<file path="config.mk">
export PLATFORM = sky130hd
export DESIGN_NAME = mem_interface
export DESIGN_NICKNAME = d
export VERILOG_FILES = /design/src/rtl/mem_if_pkg.sv /design/src/rtl/mem_load_align.sv /design/src/rtl/mem_interface.sv
export SDC_FILE = /design/constraint.sdc
export NUM_CORES = 1
export LEC_CHECK = 0
export ABC_CLOCK_PERIOD_IN_PS = 3650
export BUFFER_PORTS_ARGS = -buffer_cell sky130_fd_sc_hd__buf_2
export CORE_MARGIN = 2
export CORE_UTILIZATION = 40
export DETAILED_ROUTE_END_ITERATION = 16
export PLACE_DENSITY = 0.79
export SKIP_CTS_REPAIR_TIMING = 1
export SYNTH_ARGS = -nofsm -noshare
export SYNTH_HDL_FRONTEND = slang
export SYNTH_SLANG_ARGS = --single-unit
</file>
<file path="constraint.sdc">
create_clock -name clk -period 3.65 [get_ports clk]
set_input_delay 0.1825 -clock clk [delete_from_list [all_inputs] [get_ports clk]]
set_output_delay 0.1825 -clock clk [all_outputs]
set_load 0.1 [all_outputs]
</file>
<file path="src/rtl/mem_if_pkg.sv">
// Shared types and constants for the unified-memory bridge.
// Covers FSM states, access kinds, load/store size encodings and the reset instruction.
package mem_if_pkg;

  typedef enum logic [1:0] {
    IDLE = 2'd0,
    BUSY = 2'd1,
    DONE = 2'd2
  } state_t;

  typedef enum logic [1:0] {
    FETCH = 2'd0,
    LOAD  = 2'd1,
    STORE = 2'd2
  } kind_t;

  localparam logic [2:0] F3_B  = 3'b000;
  localparam logic [2:0] F3_H  = 3'b001;
  localparam logic [2:0] F3_W  = 3'b010;
  localparam logic [2:0] F3_BU = 3'b100;
  localparam logic [2:0] F3_HU = 3'b101;

  localparam logic [31:0] NOP_INSTR = 32'h0000_0013;

endpackage

</file>
<file path="src/rtl/mem_load_align.sv">
// Picks the addressed byte/halfword out of a read word and sign- or zero-extends it.
module mem_load_align
  import mem_if_pkg::*;
(
  input  logic [31:0] rdata,
  input  logic [1:0]  offset,
  input  logic [2:0]  funct3,
  output logic [31:0] data
);

  logic [7:0]  byte_sel;
  logic [15:0] half_sel;

  always_comb begin
    case (offset)
      2'd0:    byte_sel = rdata[7:0];
      2'd1:    byte_sel = rdata[15:8];
      2'd2:    byte_sel = rdata[23:16];
      default: byte_sel = rdata[31:24];
    endcase
    half_sel = offset[1] ? rdata[31:16] : rdata[15:0];

    case (funct3)
      F3_B:    data = {{24{byte_sel[7]}}, byte_sel};
      F3_BU:   data = {24'd0, byte_sel};
      F3_H:    data = {{16{half_sel[15]}}, half_sel};
      F3_HU:   data = {16'd0, half_sel};
      default: data = rdata;
    endcase
  end

endmodule

</file>
<file path="src/rtl/mem_interface.sv">
// Bridges fetch/load/store requests from the multi-cycle core to a single memory port
// with a ready handshake, stalling the core while an access is in flight.
module mem_interface #(
  parameter int unsigned ADDR_WIDTH = 32,
  parameter logic [31:0] NOP_INSTR  = mem_if_pkg::NOP_INSTR
) (
  input  logic                  clk,
  input  logic                  reset,
  input  logic [ADDR_WIDTH-1:0] pc,
  input  logic [ADDR_WIDTH-1:0] alu_result,
  input  logic                  adr_src,
  input  logic                  ir_write,
  input  logic                  mem_read,
  input  logic                  mem_write,
  input  logic [2:0]            funct3,
  input  logic [31:0]           store_data,
  output logic [31:0]           instr,
  output logic [ADDR_WIDTH-1:0] old_pc,
  output logic [31:0]           read_data,
  output logic                  stall,
  output logic                  misaligned,
  output logic                  mem_req,
  output logic                  mem_we,
  output logic [ADDR_WIDTH-1:0] mem_addr,
  output logic [31:0]           mem_wdata,
  output logic [3:0]            mem_be,
  input  logic                  mem_ready,
  input  logic [31:0]           mem_rdata
);

  import mem_if_pkg::*;

  state_t                state, state_nxt;
  kind_t                 kind_q, kind_c;
  logic [1:0]            offset_q;
  logic [2:0]            funct3_q;
  logic                  req_c, mis_c;
  logic [ADDR_WIDTH-1:0] addr_c;
  logic [3:0]            be_c;
  logic [31:0]           wdata_c;
  logic [31:0]           load_data;

  assign req_c  = ir_write | mem_write | mem_read;
  assign addr_c = adr_src ? alu_result : pc;

  // Request decode: priority, lanes, replicated write data and alignment.
  always_comb begin
    kind_c  = LOAD;
    mis_c   = 1'b0;
    be_c    = 4'b1111;
    wdata_c = store_data;
    if (ir_write)       kind_c = FETCH;
    else if (mem_write) kind_c = STORE;

    case (kind_c)
      FETCH: mis_c = (pc[1:0] != 2'b00);
      STORE: begin
        case (funct3)
          F3_B: begin
            be_c    = 4'b0001 << addr_c[1:0];
            wdata_c = {4{store_data[7:0]}};
          end
          F3_H: begin
            be_c    = addr_c[1] ? 4'b1100 : 4'b0011;
            wdata_c = {2{store_data[15:0]}};
            mis_c   = addr_c[0];
          end
          default: mis_c = (addr_c[1:0] != 2'b00);
        endcase
      end
      default: begin
        case (funct3)
          F3_B, F3_BU: mis_c = 1'b0;
          F3_H, F3_HU: mis_c = addr_c[0];
          default:     mis_c = (addr_c[1:0] != 2'b00);
        endcase
      end
    endcase
  end

  always_ff @(posedge clk or negedge reset) begin
    if (!reset) state <= IDLE;
    else        state <= state_nxt;
  end

  always_comb begin
    state_nxt = state;
    case (state)
      IDLE:    if (req_c) state_nxt = mis_c ? DONE : BUSY;
      BUSY:    if (mem_ready) state_nxt = DONE;
      DONE:    state_nxt = IDLE;
      default: state_nxt = IDLE;
    endcase
  end

  // Combinational so the core freezes in the same cycle it raises a request.
  assign stall = ((state == IDLE) && req_c) || (state == BUSY);

  mem_load_align u_load_align (
    .rdata  (mem_rdata),
    .offset (offset_q),
    .funct3 (funct3_q),
    .data   (load_data)
  );

  // Request registers and capture of fetched/loaded data.
  always_ff @(posedge clk or negedge reset) begin
    if (!reset) begin
      kind_q     <= FETCH;
      offset_q   <= 2'd0;
      funct3_q   <= 3'd0;
      mem_req    <= 1'b0;
      mem_we     <= 1'b0;
      mem_be     <= 4'd0;
      mem_addr   <= '0;
      mem_wdata  <= 32'd0;
      read_data  <= 32'd0;
      old_pc     <= '0;
      misaligned <= 1'b0;
      instr      <= NOP_INSTR;
    end else begin
      misaligned <= 1'b0;
      case (state)
        IDLE: begin
          if (req_c) begin
            kind_q     <= kind_c;
            offset_q   <= addr_c[1:0];
            funct3_q   <= funct3;
            mem_addr   <= {addr_c[ADDR_WIDTH-1:2], 2'b00};
            mem_we     <= (kind_c == STORE) && !mis_c;
            mem_be     <= be_c;
            mem_wdata  <= wdata_c;
            mem_req    <= !mis_c;
            misaligned <= mis_c;
          end
        end
        BUSY: begin
          if (mem_ready) begin
            mem_req <= 1'b0;
            mem_we  <= 1'b0;
            case (kind_q)
              FETCH: begin
                instr  <= mem_rdata;
                old_pc <= pc;
              end
              LOAD:    read_data <= load_data;
              default: ;
            endcase
          end
        end
        default: ;
      endcase
    end
  end

endmodule

</file>
**Word level (Yosys, flattened, before mapping)**

Index checks and enable logic that the tools add are counted.

- Eq/ne operators: 13
- Shift operators: 1
- Mux-type cells: 25
- Bitwise operators: 2
- Reduce and logical (&&, ||, !) cells: 20

Operator list:

| kind | number |
|---|---|
| one-hot mux 32 bit (4 select lines) | 1 |
| two-way mux 32 bit | 2 |
| one-hot mux 32 bit (2 select lines) | 1 |
| one-hot mux 8 bit (3 select lines) | 1 |
| two-way mux 16 bit | 1 |
| == test 3 bit, second input constant | 4 |
| two-way mux 2 bit | 5 |
| one-hot mux 1 bit (2 select lines) | 5 |
| AND reduction 3 bit | 3 |
| zero test 2 bit | 4 |
| two-way mux 4 bit | 2 |
| one-hot mux 4 bit (2 select lines) | 1 |
| == test 2 x 1 -> 1 bit, second input constant | 3 |
| == test 3 x 1 -> 1 bit, second input constant | 2 |
| zero test 3 bit | 2 |
| nonzero test 2 bit | 3 |
| two-way mux 1 bit | 5 |
| == test 2 bit, second input constant | 2 |
| != test 2 bit, second input constant | 2 |
| one-hot mux 2 bit (2 select lines) | 1 |
| AND reduction 2 bit | 2 |
| OR reduction 2 bit | 2 |
| left shift 1 x 2 -> 4 bit, first input constant | 1 |
| logical AND 1 bit | 2 |
| other kinds (3) | 4 |

- Register bits: 174
- Input port bits: 138
- Output and inout port bits: 168

**Logic depth before layout (Yosys ltp)**

- Depth in word-level cells: 8
- Depth in mapped cells: 7
- Depth with buffers taken out: 4

**By module**

From an unflattened synthesis, not the netlist that was laid out.

- Cells, all modules: 708
- Area, all modules: 8369.3 um^2

Modules (own cells, without submodules):

| module | times used | cells an instance | area each (um^2) | seq. area each (um^2) |
|---|---|---|---|---|
| mem_interface | 1 | 575 | 7399.6 | 4357.9 |
| mem_load_align | 1 | 133 | 969.7 | 0.0 |

**Least setup slack after synthesis**

No wires, ideal clock.

- Path type: in2out
- Start point: input ir_write
- End point: output stall
- Arrival: 1.821 ns
- Path slack: 1.647 ns
- Stages: 6
- Buffers on the path: 3
- Cell sequence: clkbuf_1 > or2_1 > o21ai_0 > buf_2 > clkbuf_1 > nand2_1

- Cells in the longest elaborated chain, start to end: 4

RTL lines:

| element | line | source |
|---|---|---|
| from (decl) | mem_interface.sv:12 | `input logic ir_write,` |
| OR 1 bit (2 in series) | mem_interface.sv:43 | `assign req_c = ir_write \| mem_write \| mem_read;` |
| logical AND 1 bit | mem_interface.sv:97 | `assign stall = ((state == IDLE) && req_c) \|\| (state == BUSY);` |
| logical OR 1 bit | mem_interface.sv:97 |  |
| to (decl) | mem_interface.sv:20 | `output logic stall,` |

No other way between the ends.

**Worst setup path after layout**

- Start point: register state[1]
- End point: register old_pc[22]

- Cells in the longest elaborated chain, start to end: 2

RTL lines:

| element | line | source |
|---|---|---|
| from (decl) | mem_interface.sv:33 | `state_t state, state_nxt;` |
| from (signal assigned) | mem_interface.sv:83 | `else state <= state_nxt;` |
| == test 2 x 1 -> 1 bit | mem_interface.sv:123 | `case (state)` |
| AND reduction 3 bit (no source line) | -- |  |
| to (signal assigned) | mem_interface.sv:144 | `old_pc <= pc;` |
| to (decl) | mem_interface.sv:18 | `output logic [ADDR_WIDTH-1:0] old_pc,` |

No other way between the ends.
A chain may end at the register's enable or synchronous reset.

==> results_dict.tcl <==
set metrics [dict create \
    cp_max_fo 36 \
    start_util 0.408 \
    startpoint_type "register" \
    tightest_slew_ns 1.17 \
    dpl_cell_area_um2 9310 \
    fmax_ghz 0.406 \
    r2r_slack_ns 1.19 \
    crit_arrival_ns 2.75 \
    rsz0062_at_grt "false" \
    cts-htree-levels 4 \
    r2r_cells 4 \
    crit_buf_inv 1 \
    finalWirelength_um 21900 \
    status "complete, no violations" \
    final.setup.tns_ns 0 \
    firstDrtPassIters 6 \
    cts_tree "done" \
    die_w_um 142 \
    drcViolationCount 0 \
    max-cap-violations 0 \
    layout-drive-gt1-share 0.426 \
    cts.root.buffer_cell "clkbuf_16" \
    ys_types 44 \
    grt_overflow_total 0 \
    grt_util_all_layers 0.213 \
    die_h_um 142 \
    clock-sinks 174 \
    slowest_stage "or3_2" \
    slowest_delay_ns 0.84 \
    grt_max_degree 105 \
    nets 1138 \
    critPathKind "register to register" \
    yosysWarnings 0 \
    hp-start "store_data[29]" \
    r2r_end "old_pc[22]$_DFFE_PN0P_" \
    grt_antenna_before_repair 1 \
    holdPathStages 3 \
    gp_congestion 0.869 \
    grt_pass1_vias 6275 \
    netlist_area_um2 7660 \
    grt.busiest_layer "met2" \
    cts_buffer_depth 2 \
    path_clk_slew_ns 0.07 \
    timing.rr.start "state[1]$_DFFE_PN0P_" \
    met3_usage 0.0538 \
    syn_to_final_growth_pct 29.9 \
    syn_inst 713 \
    path_delay_family "simple AND/OR/NAND/NOR gates" \
    whs_endpoint "mem_wdata[29]$_DFFE_PN0P_" \
    grt_pass1_wl_um 33800 \
    finClkSkew_ns 0.0108 \
    finalCritPeriodShare 0.674 \
    drt-vias-per-instance 5.24 \
    worstPathRequired_ns 3.94 \
    rows 50 \
    ys_seq_area_frac 0.569 \
    grtUsageMet1 0.276 \
    gr-usage-met2 0.344 \
    dp_hpwl_um 16100 \
    core_um2 18800 \
    dp.cells 1209 \
    drtAntennaViolNets 0 \
    port-buffer-count 303 \
    wire_per_inst_um 17.5 \
    drv_slew 0 \
    fin_area_um2 9950 \
    finalHoldViolCount 0 \
    setup_viol 0 \
    instances_no_fill 1248 \
    cp-end-kind "register" \
    cts_buffers 17 \
    ys_seq_elements 174 \
    slew_headroom 0.215 \
    min_period_ns 2.46 \
    syn_avg_cell_area_um2 10.7 \
    hp-class "input pin to register" \
    drt_iter0_drc 407 \
    fp.dieArea_um2 20300 \
    io_pins 306 \
    vias 6543 \
    clkLatencyLatePin_ns 0.41 \
    path_cells "nand3b_2 -> or3_2 -> buf_4 -> mux2_2" \
]
synthesized netlist by cell type, drive strengths merged:
cell type  count  share of area
dfrtp        171           0.56
nand2        138          0.068
mux2          77           0.11
o21ai         55          0.036
nor2          44          0.022
a21oi         40          0.026
mux2i         35          0.046
nand3         33          0.022
buf           28          0.025
clkbuf        22          0.011
a31oi         10          0.010
a22oi          7         0.0069
inv            6         0.0029
a21o           5         0.0049
or3            5         0.0041
nor2b          4         0.0033
a211oi         3         0.0046
dfstp          3          0.010
nand2b         3         0.0024
o22ai          3         0.0024
nand3b         2         0.0024
o21a           2         0.0020
o31ai          2         0.0020
or2            2         0.0016
a211o          1         0.0011
a21bo          1         0.0013
a2bb2oi        1         0.0011
and2           1        0.00082
conb           1        0.00049
nor3           1         0.0021
nor3b          1        0.00098
nor4           1        0.00082
o211ai         1        0.00098
o41ai          1         0.0011
or2b           1        0.00098
or3b           1         0.0011
or4b           1         0.0013
layout by cell type, fill, tap and decap left out, types with 2 or more instances in the layout:
cell | netlist | layout
inv_1 | 6 | 6
mux2_2 | 77 | 77
a21oi_1 | 40 | 40
dfstp_2 | 3 | 3
dfrtp_1 | 171 | 171
clkinvlp_4 | 0 | 3
o21ai_0 | 55 | 54
a211oi_1 | 2 | 2
bufinv_16 | 0 | 2
or3_1 | 5 | 4
nor2_1 | 44 | 44
buf_2 | 15 | 303
nand2b_1 | 3 | 3
o31ai_1 | 2 | 2
clkbuf_8 | 0 | 2
o21a_1 | 2 | 2
a31oi_1 | 9 | 9
conb_1 | 1 | 2
inv_6 | 0 | 3
dlygate4sd3_1 | 0 | 5
clkinv_2 | 0 | 2
o22ai_1 | 3 | 3
nand3_1 | 33 | 33
nor2b_1 | 4 | 4
buf_4 | 2 | 7
nand2_1 | 138 | 138
clkbuf_16 | 0 | 17
clkbuf_1 | 22 | 2
a21o_1 | 5 | 5
a22oi_1 | 7 | 7
mux2i_1 | 35 | 35
per-stage QoR:
stage,setup slack (ns),utilization,hold slack [ns]
finish,1.19,0.530,0.00148
detailed placement,1.18,0.496,0.371
global route,1.07,0.530,0.000914
global placement,1.25,0.496,0.370
CTS,1.17,0.527,-0.0785
floorplan,1.65,-,-0.113
worst reg2reg max path: stages (launching register included):
cell and delay [ns]:
dfrtp_1 0.44, nand3b_2 0.30, or3_2 0.84, buf_4 0.43, mux2_2 0.33
logic make-up after synthesis:
family / share of synthesized area
simple gates: 0.133
flops: 0.569
compound gates: 0.101
mux: 0.159
buf+inv: 0.0387
other cells: 0.000489
how the worst max path moves through the flow:
stage          depth (start not counted)                  from  slack (ns)                     end
6_report                               4  state[1]$_DFFE_PN0P_        1.19  old_pc[22]$_DFFE_PN0P_
5_1_grt                                4  state[1]$_DFFE_PN0P_        1.07  old_pc[22]$_DFFE_PN0P_
4_1_cts                                4  state[1]$_DFFE_PN0P_        1.17  old_pc[22]$_DFFE_PN0P_
3_5_place_dp                           4  state[1]$_DFFE_PN0P_        1.18  old_pc[18]$_DFFE_PN0P_
3_3_place_gp                           4  state[1]$_DFFE_PN0P_        1.25   old_pc[3]$_DFFE_PN0P_
2_1_floorplan                          6              ir_write        1.65                   stall
per-layer routing:
| metal | part of all wire | routed length [um] |
|---|---|---|
| met3 | 0.067 | 1470 |
| met4 | 0.029 | 631 |
| met2 | 0.49 | 10600 |
| met1 | 0.42 | 9120 |
| met5 | 0 | 0 |
cell type report:
cell class	count	area [um2]
Timing Repair Buffer	317	1650
Sequential cell	174	4360
Antenna cell	1	2.50
Tap cell	234	293
Clock buffer	21	460
Fill cell	1699	8810
Multi-Input combinational cell	484	3040
Clock inverter	11	130
Inverter	6	22.5
sequential cells by signal, summed over array words and instances (netlist names):
signal	flops
offset_q	2
mem_req	1
misaligned	1
mem_addr	30
read_data	32
mem_we	1
funct3_q	3
mem_be	4
kind_q	2
state	2
mem_wdata	32
instr	32
old_pc	32
Power is not shown: default switching activity piles up to over one toggle a cycle in this logic, so the estimate is an artifact.
